## src/rtl/xor_array_pipe.sv

```systemverilog
// Registered XOR/XNOR/frame-accumulate array with valid/ready handshake.
// Optional feature: define XOR_ARRAY_POPCNT_EN to add the y_pop result popcount port.
module xor_array_pipe #(
  parameter int WIDTH = 4,
  parameter int CNT_W = 8
) (
  input  logic             clk,
  input  logic             rst,
  input  logic             clr,
  input  logic [1:0]       mode,
  input  logic [WIDTH-1:0] A,
  input  logic [WIDTH-1:0] B,
  input  logic             in_valid,
  input  logic             in_last,
  output logic             in_ready,
  output logic [WIDTH-1:0] Y,
  output logic             out_valid,
  input  logic             out_ready,
  output logic [CNT_W-1:0] frm_len
`ifdef XOR_ARRAY_POPCNT_EN
  ,
  output logic [$clog2(WIDTH+1)-1:0] y_pop
`endif
);

  localparam logic [1:0]       MODE_XNOR = 2'b01;
  localparam logic [1:0]       MODE_ACC  = 2'b10;
  localparam logic [CNT_W-1:0] CNT_MAX   = '1;
  localparam logic [CNT_W-1:0] CNT_ONE   = CNT_W'(1);

  logic [WIDTH-1:0] acc_q;
  logic [CNT_W-1:0] cnt_q;

  logic             is_acc;
  logic             accept;
  logic             produce;
  logic [WIDTH-1:0] ab;
  logic [WIDTH-1:0] acc_base;
  logic [CNT_W-1:0] cnt_base;
  logic [CNT_W-1:0] cnt_inc;
  logic [WIDTH-1:0] result;
  logic [CNT_W-1:0] result_len;

  assign in_ready = ~out_valid | out_ready;

  // clr zeroes the accumulator view seen by this very beat, so a clr'd last beat reports a 1-beat frame
  always_comb begin
    is_acc     = (mode == MODE_ACC);
    accept     = in_valid & in_ready;
    produce    = accept & (~is_acc | in_last);
    ab         = A ^ B;
    acc_base   = clr ? '0 : acc_q;
    cnt_base   = clr ? '0 : cnt_q;
    cnt_inc    = (cnt_base == CNT_MAX) ? cnt_base : cnt_base + CNT_ONE;
    result     = ab;
    result_len = CNT_ONE;
    if (is_acc) begin
      result     = acc_base ^ ab;
      result_len = cnt_inc;
    end else if (mode == MODE_XNOR) begin
      result = ~ab;
    end
  end

  // Any non-accumulating accepted beat (XOR/XNOR or a frame end) closes the open frame
  always_ff @(posedge clk or posedge rst) begin
    if (rst) begin
      acc_q <= '0;
      cnt_q <= '0;
    end else if (clr) begin
      acc_q <= '0;
      cnt_q <= '0;
    end else if (accept) begin
      if (is_acc && !in_last) begin
        acc_q <= acc_q ^ ab;
        cnt_q <= cnt_inc;
      end else begin
        acc_q <= '0;
        cnt_q <= '0;
      end
    end
  end

  always_ff @(posedge clk or posedge rst) begin
    if (rst) begin
      Y         <= '0;
      out_valid <= 1'b0;
      frm_len   <= '0;
    end else if (produce) begin
      Y         <= result;
      out_valid <= 1'b1;
      frm_len   <= result_len;
    end else if (out_ready) begin
      out_valid <= 1'b0;
    end
  end

`ifdef XOR_ARRAY_POPCNT_EN
  localparam int POP_W = $clog2(WIDTH+1);

  function automatic logic [POP_W-1:0] popcount(input logic [WIDTH-1:0] v);
    logic [POP_W-1:0] n;
    n = '0;
    for (int i = 0; i < WIDTH; i++) begin
      n = n + POP_W'(v[i]);
    end
    return n;
  endfunction

  always_ff @(posedge clk or posedge rst) begin
    if (rst) begin
      y_pop <= '0;
    end else if (produce) begin
      y_pop <= popcount(result);
    end
  end
`endif

endmodule

```

## config.mk

```make
export PLATFORM = sky130hd
export DESIGN_NAME = xor_array_pipe
export DESIGN_NICKNAME = d
export VERILOG_FILES = /design/src/rtl/xor_array_pipe.sv
export SDC_FILE = /design/constraint.sdc
export NUM_CORES = 1
export LEC_CHECK = 0
export ABC_AREA = 1
export BUFFER_PORTS_ARGS = -buffer_cell sky130_fd_sc_hd__buf_2
export CAP_MARGIN = 10
export CORE_AREA = 3 3 65 67
export DETAILED_ROUTE_END_ITERATION = 12
export DIE_AREA = 0 0 68 70
export PLACE_DENSITY = 0.59
export SYNTH_ARGS = -nofsm -noshare
export SYNTH_HDL_FRONTEND = slang
export SYNTH_SLANG_ARGS = --single-unit
```

## constraint.sdc

```tcl
create_clock -name clk -period 1.7 [get_ports clk]
set_input_delay 0.34 -clock clk [delete_from_list [all_inputs] [get_ports clk]]
set_output_delay 0.34 -clock clk [all_outputs]
set_load 0.03 [all_outputs]
```

# Word level (Yosys, flattened, before mapping)
# Cells that the tools add are included.
# classes
reduce_logical	4
n_bitwise	10
addsub	1
n_eq_ne	3
n_mux	14
# op_table
cell	n
$mux W8	6
$mux W4	6
$xor A4 B4 Y4	3
$add A8 B1 Y8 const B	1
$eq A8 B8 Y1 const B	1
$not A4 Y4	1
$reduce_bool A2 Y1	2
$and A1 B1 Y1	2
$eq A2 B1 Y1 const B	1
$eq A2 B2 Y1 const B	1
$mux W1	2
$not A1 Y1	2
$or A1 B1 Y1	2
$logic_and A1 B1 Y1	1
$logic_not A1 Y1	1
# word_totals
word_cells	37
out_inout_bits	14
inputBits	16
register_bits	25

# Depth between registers and ports, before layout
# Gate-level depths: netlist (run 1).
# depth
depth_word	6
ltp_mapped	13
mapped_depth_nobuf	12

# Worst setup path after synthesis (run 1)
# Ideal clock, no wire load.
# synth_path
kind	input-to-reg
startpoint	in clr
endpoint	reg frm_len[0]
t_arrival_ps	1449
t_required_ps	1587
path_slack_ps	138
path_buffers	1
stages	12
path_cell_list	inv_4 buf_6 nand2_1 inv_1 ha_1 nand2_1 nor2_4 nand2_2 nand2_1 nand3_1 nand2_1 inv_1
# synth_via
elab_chain_cells	4
elab_cells_between_ends	5
# synth_lines
item	line_no	text
from (decl)	9	input logic clr,
$mux W8 *	53	cnt_base = clr ? '0 : cnt_q;
$add A8 B1 Y8 / $eq A8 B8 Y1 (equally long branches)	54	cnt_inc = (cnt_base == CNT_MAX) ? cnt_base : cnt_base + CNT_ONE;
$mux W8 *	54	
$mux W8 *	57	if (is_acc) begin
to (signal assigned)	92	frm_len <= result_len;
to (decl)	19	output logic [CNT_W-1:0] frm_len
# Every way passes the cells marked *; elsewhere a longest branch is shown, timed or not.
# A chain may end at the register's enable or synchronous reset.

# Worst setup path in the final report (run 1)
# layout_path
startpoint	reg cnt_q[0]
endpoint	reg frm_len[0]
# layout_via
elab_chain_cells	4
elab_cells_between_ends	5
# layout_lines
item	line_no	text
from (decl)	32	logic [CNT_W-1:0] cnt_q;
from (signal assigned)	76	cnt_q <= cnt_inc;
$mux W8 *	53	
$add A8 B1 Y8 / $eq A8 B8 Y1 (equally long branches)	54	
$mux W8 *	54	
$mux W8 *	57	
# Marks and branches as above.

==> impl_metrics.env, run 1 <==
export IMPL_cp_slowest_cell="dfrtp_1"
export IMPL_wire_per_inst_um=11.3
export IMPL_core_area_mm2=0.00369
export IMPL_critPathKind="register to register"
export IMPL_ys_warn_count=0
export IMPL_synth_top_area_share_pct=42.5
export IMPL_diodes=0
export IMPL_async_flop_share_pct=100
export IMPL_drc_errors=0
export IMPL_placed_area_mm2=0.00168
export IMPL_seq_area_frac_synth_pct=42.5
export IMPL_grt_max_degree=26
export IMPL_cts_tree="yes"
export IMPL_hp_class="input pin to async pin"
export IMPL_r2r_start="cnt_q[0]"
export IMPL_rsz0062_at_grt="no"
export IMPL_gr_total_overflow=0
export IMPL_p_leak_nw=0.997
export IMPL_cts_hold_buf=0
export IMPL_antenna_found_initial=0
export IMPL_drtPass1Iterations=4
export IMPL_critPathLaunchType="register"
export IMPL_fin_util_pct=46.9
export IMPL_ir_drop_mv=0.353
export IMPL_cp_common_cell="nand2_1"
export IMPL_cp_required_ns=1.88
export IMPL_die_y_um=70
export IMPL_cellPowerDensity_mw_per_mm2=717
export IMPL_critPathCaptureType="register"
export IMPL_setup_viol_count_final=0
export IMPL_cts_buffer_depth=2
export IMPL_cp_slowest_stage_delay_ns=0.37
export IMPL_setup_ws_ns=0.209
export IMPL_cts_root_buf="clkbuf_8"
export IMPL_gp_congestion=0.821
export IMPL_yosys_area_top_type="dfrtp_1"
export IMPL_clk_pin_slew_ns=0.09
export IMPL_fin_crit_sh_pct=87.7
export IMPL_syn_area_per_cell_um2=7.63
export IMPL_synth_edff_count=0
export IMPL_yosysMostFrequentCell="nand2_1"
export IMPL_rr_endpoint="frm_len[0]"
export IMPL_path_cells="nand2_1 > inv_1 > ha_1 > nand2_1 > nor2_4 > nand2_2 > nand2_1 > nand3_1 > nand2_1 > inv_1"
export IMPL_first_global_vias=1190
export IMPL_numCtsBuffers=3
export IMPL_avgViaCountPerCell=4.49
export IMPL_synthesis_nets=210
export IMPL_first_iter_violations=52
export IMPL_finalNetCount=245
export IMPL_htree_levels=1
export IMPL_ant_nets=0
export IMPL_whs_ns=0.0959
export IMPL_status="completed"
export IMPL_ys_ff_latch=25
export IMPL_design_area_mm2=0.00173
export IMPL_arrival_ns=1.67
export IMPL_dr_total_vias=1236
export IMPL_synthFlopType="dfrtp_1"
export IMPL_max_cap_violations=0
export IMPL_ioPinCount=30
export IMPL_drv_slew=0
export IMPL_die_w_um=68
export IMPL_hpwl_um=2310
export IMPL_cts_setup_buffers=0
export IMPL_finalHoldViolCount=0
export IMPL_place_ws_ns=0.0254
export IMPL_r2r_slack_ns=0.21
export IMPL_crit_fanout=8
export IMPL_wirelength_um=3100
export IMPL_tightest_slew_ns=0.409
export IMPL_ys_types=29
export IMPL_grt_pass1_wl_um=5350
export IMPL_skew_ns=0.00161
export IMPL_rr_worst_depth=10
export IMPL_setup_worst_path_start="cnt_q[0]"
export IMPL_postCtsResizedCells=0
export IMPL_max_freq_mhz=671
export IMPL_clk_insertion_delay_late_ns=0.27
export IMPL_start_util_pct=39.9
export IMPL_dieArea_mm2=0.00476
export IMPL_rows=22
export IMPL_grt_total_usage_pct=14.5
export IMPL_finalCriticalPeriod_ns=1.49
export IMPL_synth_area_mm2=0.00147
export IMPL_cts_sinks=25
export IMPL_netlist_instances=193
export IMPL_synth_common_cells="87 x nand2_1, 25 x dfrtp_1, 16 x inv_1, 12 x nand3_1, 8 x xor2_1"
export IMPL_syn_to_final_growth_pct=17.5
export IMPL_setup_tns_final_ns=0
export IMPL_portBuffers=29
export IMPL_synth_area_leaders="dfrtp_1 42%, nand2_1 22%, xor2_1 4.8%"
export IMPL_relSlewSlack_pct=72.7
export IMPL_drive_above_1_share_pct=24.7
-- logic make-up (layout without fill, tap and decap cells) --
family          count (synthesis)  in the layout  synth area share [%]
compound gates                  9              9                  3.48
xor+xnor                        9              9                  5.35
fa+ha+maj                       1              1                 0.849
buf+inv                        21             55                  6.12
flops                          25             25                  42.5
simple gates                  128            128                  41.7
-- stage by stage --
stage | instances | total power, mW
floorplan | 193 | 0.821
global placement | 271 | 0.898
detailed placement | 271 | 0.900
CTS | 275 | 1.27
global route | 275 | 1.32
finish | 275 | 1.24
-- critical path, delay by kind of cell (launching register included) --
family	cells	cell delay, ns
buf+inv	2	0.10
flops	1	0.37
fa+ha+maj	1	0.17
simple gates	7	0.73
-- registers in the layout (all words and copies together), names as in the netlist --
register	flops
out_valid	1
cnt_q	8
Y	4
acc_q	4
frm_len	8
-- where the power goes --
group,internal [mW],switching [mW]
registers,0.623,0.0155
clock network,0.164,0.194
logic,0.0803,0.163
-- worst max-delay path by stage --
stage | end | slack, ns | depth (start not counted)
floorplan | frm_len[0] | 0.14 | 12
global placement | frm_len[0] | 0.05 | 12
detailed placement | frm_len[0] | 0.03 | 12
CTS | frm_len[0] | 0.19 | 10
global route | cnt_q[0] | 0.09 | 10
finish | frm_len[0] | 0.21 | 10
-- final cells by class --
cell class	instances	area, µm²
Fill cell	386	1960
Multi-Input combinational cell	147	757
Inverter	19	73.8
Clock buffer	3	41.3
Tap cell	48	60.1
Timing Repair Buffer	32	168
Sequential cell	25	626
Clock inverter	1	5.00
-- per-layer routing --
metal  vias up  GRT usage, %  wire [µm]
li1        666             -          -
met1       538          20.3       1620
met2        27          21.7       1270
met3         5          2.41        153
met4         0          5.96         55
met5         -             0          0
-- layout by cell type, fill, tap and decap left out, types with 4 or more instances in the layout --
| cell type | count |
|---|---|
| nand2_1 | 87 |
| inv_1 | 16 |
| dfrtp_1 | 25 |
| xor2_1 | 8 |
| nand3_1 | 12 |
| nand2_2 | 4 |
| buf_2 | 29 |
(Power assumes the default switching activity.)
==> run 2, diff against run 1 <==
--- a/config.mk
+++ b/config.mk
@@ -8,10 +8,10 @@
 export ABC_AREA = 1
 export BUFFER_PORTS_ARGS = -buffer_cell sky130_fd_sc_hd__buf_2
 export CAP_MARGIN = 10
-export CORE_AREA = 3 3 65 67
+export CORE_AREA = 3 3 57 59
 export DETAILED_ROUTE_END_ITERATION = 12
-export DIE_AREA = 0 0 68 70
-export PLACE_DENSITY = 0.59
+export DIE_AREA = 0 0 60 62
+export PLACE_DENSITY = 0.75
 export SYNTH_ARGS = -nofsm -noshare
 export SYNTH_HDL_FRONTEND = slang
 export SYNTH_SLANG_ARGS = --single-unit
==> impl_metrics.env, run 2 (synthesis results as in run 1) <==
export IMPL_status="completed"
export IMPL_numCtsBuffers=3
export IMPL_fillers=263
export IMPL_die_y_um=62
export IMPL_portBuffers=29
export IMPL_critPathCaptureType="register"
export IMPL_dieArea_mm2=0.00372
export IMPL_switchingPower_mw=0.376
export IMPL_clk_pin_slew_ns=0.16
export IMPL_grt_pass1_wl_um=5070
export IMPL_syn_to_final_growth_pct=15.0
export IMPL_r2r_slack_ns=0.23
export IMPL_htree_levels=1
export IMPL_rsz0062_at_grt="no"
export IMPL_cts_sinks=25
export IMPL_drv_slew=0
export IMPL_cts_root_buf="clkbuf_4"
export IMPL_placed_cells_incl_taps=254
export IMPL_cts_setup_buffers=0
export IMPL_drive_above_1_share_pct=24.7
export IMPL_crit_fanout=8
export IMPL_p_leak_nw=0.986
export IMPL_arrival_ns=1.73
export IMPL_fin_crit_sh_pct=86.6
export IMPL_routed_top_layer="met4"
export IMPL_cp_required_ns=1.96
export IMPL_gr_total_overflow=0
export IMPL_cts_tree="yes"
export IMPL_postCtsResizedCells=0
export IMPL_route_layer_met1_wl_um=1410
export IMPL_dr_wl_met2_um=1440
export IMPL_skew_ns=0.0176
export IMPL_relSlewSlack_pct=73.6
export IMPL_first_iter_violations=46
export IMPL_clk_insertion_delay_late_ns=0.34
export IMPL_drtPass1Iterations=4
export IMPL_multi_input_area_um2=757
export IMPL_grt_total_usage_pct=18.4
export IMPL_finalHoldViolCount=0
export IMPL_core_area_mm2=0.00276
export IMPL_cp_slowest_cell="dfrtp_1"
export IMPL_setup_viol_count_final=0
export IMPL_wire_per_inst_um=11.9
export IMPL_path_buf_inv=2
export IMPL_critPathKind="register to register"
export IMPL_finalNetCount=245
export IMPL_avgViaCountPerCell=5.07
export IMPL_die_w_um=60
export IMPL_largestRegisters="cnt_q (8), frm_len (8)"
export IMPL_wl_met3_um=124
export IMPL_wirelength_um=3060
export IMPL_max_cap_violations=0
export IMPL_cp_slowest_stage_delay_ns=0.39
export IMPL_start_util_pct=53.4
export IMPL_tightest_slew_ns=0.395
export IMPL_max_freq_mhz=679
export IMPL_antenna_found_initial=0
export IMPL_clkPwrFrac_pct=24.4
export IMPL_intPower_mw=0.794
export IMPL_first_global_vias=1208
export IMPL_final_cells=258
export IMPL_netSwitchingFraction_pct=32.1
export IMPL_dr_total_vias=1307
export IMPL_critPathLaunchType="register"
export IMPL_cellPowerDensity_mw_per_mm2=691
export IMPL_path_cells="nand2_1 > inv_1 > ha_1 > nand2_1 > nor2_4 > nand2_2 > nand2_1 > nand3_1 > nand2_1 > inv_1"
export IMPL_cp_common_cell="nand2_1"
export IMPL_cts_buffer_depth=2
export IMPL_ir_drop_mv=0.580
export IMPL_finalCriticalPeriod_ns=1.47
export IMPL_cp_top_family="simple AND/OR/NAND/NOR gates"
export IMPL_final_cell_mix="87 x nand2_1, 29 x buf_2, 25 x dfrtp_1"
export IMPL_hp_class="input pin to async pin"
export IMPL_cts_hold_buf=0
export IMPL_grt_max_degree=26
export IMPL_ioPinCount=30
export IMPL_drc_errors=0
export IMPL_sequentialPowerShare_pct=54.7
export IMPL_ant_nets=0
export IMPL_gp_congestion=0.832
export IMPL_ff_latch_area_um2=626
export IMPL_setup_tns_final_ns=0
export IMPL_diodes=0
export IMPL_combPwrFrac_pct=20.8
export IMPL_hpwl_um=2290
export IMPL_final_common_cell="nand2_1"
export IMPL_rows=19
[run 2: changes by cell type in the layout (fill, tap and decap cells not counted)]
cell        previous run  this run
clkbuf_4               0         3
clkinvlp_4             0         1
clkbuf_8               3         0
clkinv_2               1         0
[run 2: per-stage QoR]
stage	util (%)	power (mW)	setup WS, ns	area (µm²)	hold WS, ns
5_1_grt	61.4	1.23	0.0547	1690	0.0383
3_3_place_gp	60.3	0.894	0.0808	1660	0.407
2_1_floorplan	-	0.821	0.138	1470	0.367
3_5_place_dp	60.3	0.900	0.0215	1660	0.408
4_1_cts	61.4	1.19	0.187	1690	0.0260
6_report	61.4	1.17	0.228	1690	0.0118
[run 2: path summary, 6_finish.rpt]
check                      startpoint         end  cells after the start
min reg2reg                frm_len[5]  frm_len[5]                      2
min in group clk            out_ready   out_valid                      4
max                          cnt_q[0]  frm_len[0]                     10
min                               rst        Y[0]                      3
max in group asynchronous         rst    cnt_q[7]                      3
max reg2reg                  cnt_q[0]  frm_len[0]                     10
[run 2: power groups by stage]
| stage | Combinational, mW | Sequential, mW | Clock [mW] |
|---|---|---|---|
| floorplan | 0.124 | 0.698 | 0 |
| global placement | 0.243 | 0.651 | 0 |
| detailed placement | 0.247 | 0.653 | 0 |
| CTS | 0.248 | 0.641 | 0.296 |
| global route | 0.273 | 0.645 | 0.314 |
| finish | 0.244 | 0.641 | 0.286 |
[run 2: per-layer routing]
metal	vias to the layer above	track usage (%)
met1	598	22.7
met3	9	2.48
met2	32	30.9
met4	0	10.8
met5	-	0
li1	668	-
[run 2: final cells by class]
cell class	instances	area share [%]
clock inverter	1	0.443
clock buffer	3	1.33
multi-input combinational	147	44.7
timing repair buffer	32	9.90
tap	31	2.29
inverter	19	4.36
sequential	25	37.0
[run 2: worst reg2reg max path, delay by kind of cell (launching register included)]
family	cells	cell delay [ns]
DFF	1	0.39
and+or+nand+nor	7	0.73
adders and majority gates	1	0.18
buffers and inverters	2	0.11
==> run 3, diff against run 2 <==
--- a/config.mk
+++ b/config.mk
@@ -7,11 +7,10 @@
 export LEC_CHECK = 0
 export ABC_AREA = 1
 export BUFFER_PORTS_ARGS = -buffer_cell sky130_fd_sc_hd__buf_2
-export CAP_MARGIN = 10
 export CORE_AREA = 3 3 57 59
 export DETAILED_ROUTE_END_ITERATION = 12
 export DIE_AREA = 0 0 60 62
-export PLACE_DENSITY = 0.75
+export PLACE_DENSITY = 0.77
 export SYNTH_ARGS = -nofsm -noshare
 export SYNTH_HDL_FRONTEND = slang
 export SYNTH_SLANG_ARGS = --single-unit
==> impl_metrics.env, run 3 (synthesis results as in run 1) <==
export IMPL_status="completed"
export IMPL_crit_fanout=8
export IMPL_multi_input_area_um2=757
export IMPL_cts_buffer_depth=2
export IMPL_skew_ns=0.00580
export IMPL_tightest_slew_ns=0.394
export IMPL_start_util_pct=53.4
export IMPL_whs_ns=0.0343
export IMPL_finalHoldViolCount=0
export IMPL_relSlewSlack_pct=73.6
export IMPL_setup_tns_final_ns=0
export IMPL_wl_met3_um=143
export IMPL_rr_endpoint="frm_len[0]"
export IMPL_ff_latch_area_um2=626
export IMPL_netSwitchingFraction_pct=31.8
export IMPL_syn_to_final_growth_pct=15.3
export IMPL_finalPower_mw=1.16
export IMPL_wire_per_inst_um=12.0
export IMPL_grt_total_usage_pct=19.3
export IMPL_first_global_vias=1234
export IMPL_hp_class="input pin to async pin"
export IMPL_grt_pass1_wl_um=5380
export IMPL_antenna_found_initial=0
export IMPL_die_y_um=62
export IMPL_switchingPower_mw=0.370
export IMPL_drc_errors=0
export IMPL_hpwl_um=2340
export IMPL_first_iter_violations=45
export IMPL_critPathKind="register to register"
export IMPL_final_common_cell="nand2_1"
export IMPL_die_w_um=60
export IMPL_intPower_mw=0.793
export IMPL_cellPowerDensity_mw_per_mm2=685
export IMPL_ioPinCount=30
export IMPL_rr_worst_depth=10
export IMPL_avgViaCountPerCell=5.02
export IMPL_rows=19
export IMPL_core_area_mm2=0.00276
export IMPL_final_cell_mix="87 x nand2_1, 29 x buf_2, 25 x dfrtp_1"
export IMPL_r2r_slack_ns=0.22
export IMPL_fin_crit_sh_pct=87.1
export IMPL_combPwrFrac_pct=21.2
export IMPL_cts_tree="yes"
export IMPL_ant_nets=0
export IMPL_grt_max_degree=26
export IMPL_r2r_start="cnt_q[1]"
export IMPL_diodes=0
export IMPL_cp_required_ns=1.94
export IMPL_cts_setup_buffers=0
export IMPL_cts_root_buf="clkbuf_4"
export IMPL_arrival_ns=1.72
export IMPL_placed_cells_incl_taps=254
export IMPL_drive_above_1_share_pct=25.0
export IMPL_gr_total_overflow=0
export IMPL_max_freq_mhz=675
export IMPL_rsz0062_at_grt="no"
export IMPL_clk_insertion_delay_late_ns=0.33
export IMPL_p_leak_nw=0.995
export IMPL_critPathLaunchType="register"
export IMPL_critPathCaptureType="register"
export IMPL_sequentialPowerShare_pct=55.0
export IMPL_wirelength_um=3110
export IMPL_portBuffers=29
export IMPL_routed_top_layer="met4"
export IMPL_finalCriticalPeriod_ns=1.48
export IMPL_fillers=252
export IMPL_clk_pin_slew_ns=0.14
export IMPL_setup_viol_count_final=0
export IMPL_htree_levels=1
export IMPL_largestRegisters="cnt_q (8), frm_len (8)"
export IMPL_final_cells=259
export IMPL_dr_wl_met2_um=1480
export IMPL_max_cap_violations=0
export IMPL_drv_slew=0
export IMPL_ir_drop_mv=0.589
export IMPL_fin_util_pct=61.6
export IMPL_dr_total_vias=1301
export IMPL_gp_congestion=0.813
export IMPL_drtPass1Iterations=4
export IMPL_numCtsBuffers=3
export IMPL_cts_hold_buf=0
export IMPL_route_layer_met1_wl_um=1460
export IMPL_finalNetCount=246
export IMPL_dieArea_mm2=0.00372
export IMPL_postCtsResizedCells=0
export IMPL_cts_sinks=25
export IMPL_clkPwrFrac_pct=23.8
## run 3: cell count changes in the layout (fill, tap and decap cells not counted)
cell | before | now
clkinvlp_4 | 1 | 0
buf_4 | 3 | 4
clkinv_2 | 0 | 1
## run 3: per-stage QoR
step	area [µm²]	setup slack, ns
5_1_grt	1700	0.0262
2_1_floorplan	1470	0.138
4_1_cts	1690	0.165
6_report	1700	0.220
3_3_place_gp	1660	0.0771
3_5_place_dp	1660	0.0193
## run 3: worst max-delay path, cell delays in order, from the launching register on
cell     delay [ns]
dfrtp_1        0.41
nand2_1        0.08
inv_1          0.06
ha_1           0.18
nand2_1        0.09
nor2_4         0.17
nand2_2        0.14
nand2_1        0.10
nand3_1        0.07
nand2_1        0.07
inv_1          0.04
## run 3: worst max-delay path by stage
stage,start,endpoint,slack [ns]
after floorplan,clr,frm_len[0],0.14
after global placement,clr,frm_len[0],0.08
after detailed placement,clr,frm_len[0],0.02
after CTS,cnt_q[0],frm_len[0],0.17
after global routing,cnt_q[1],frm_len[0],0.03
final,cnt_q[1],frm_len[0],0.22
## run 3: layout make-up
type / count / area share, %
Sequential cell: 25 / 36.8
Tap cell: 31 / 2.28
Multi-Input combinational cell: 147 / 44.6
Inverter: 19 / 4.35
Timing Repair Buffer: 33 / 10.3
Clock buffer: 3 / 1.33
Clock inverter: 1 / 0.295
## run 3: power groups by stage
stage	combinational, mW	sequential, mW	clock, mW
6_report	0.247	0.640	0.276
5_1_grt	0.274	0.645	0.304
4_1_cts	0.249	0.641	0.281
3_5_place_dp	0.248	0.652	0
3_3_place_gp	0.242	0.650	0
2_1_floorplan	0.124	0.698	0
## run 3: metal layers
layer / vias to the layer above / global-route usage (%)
met3: 4 / 3.31
li1: 673 / -
met1: 595 / 25.0
met4: 0 / 6.33
met2: 29 / 32.7
met5: - / 0
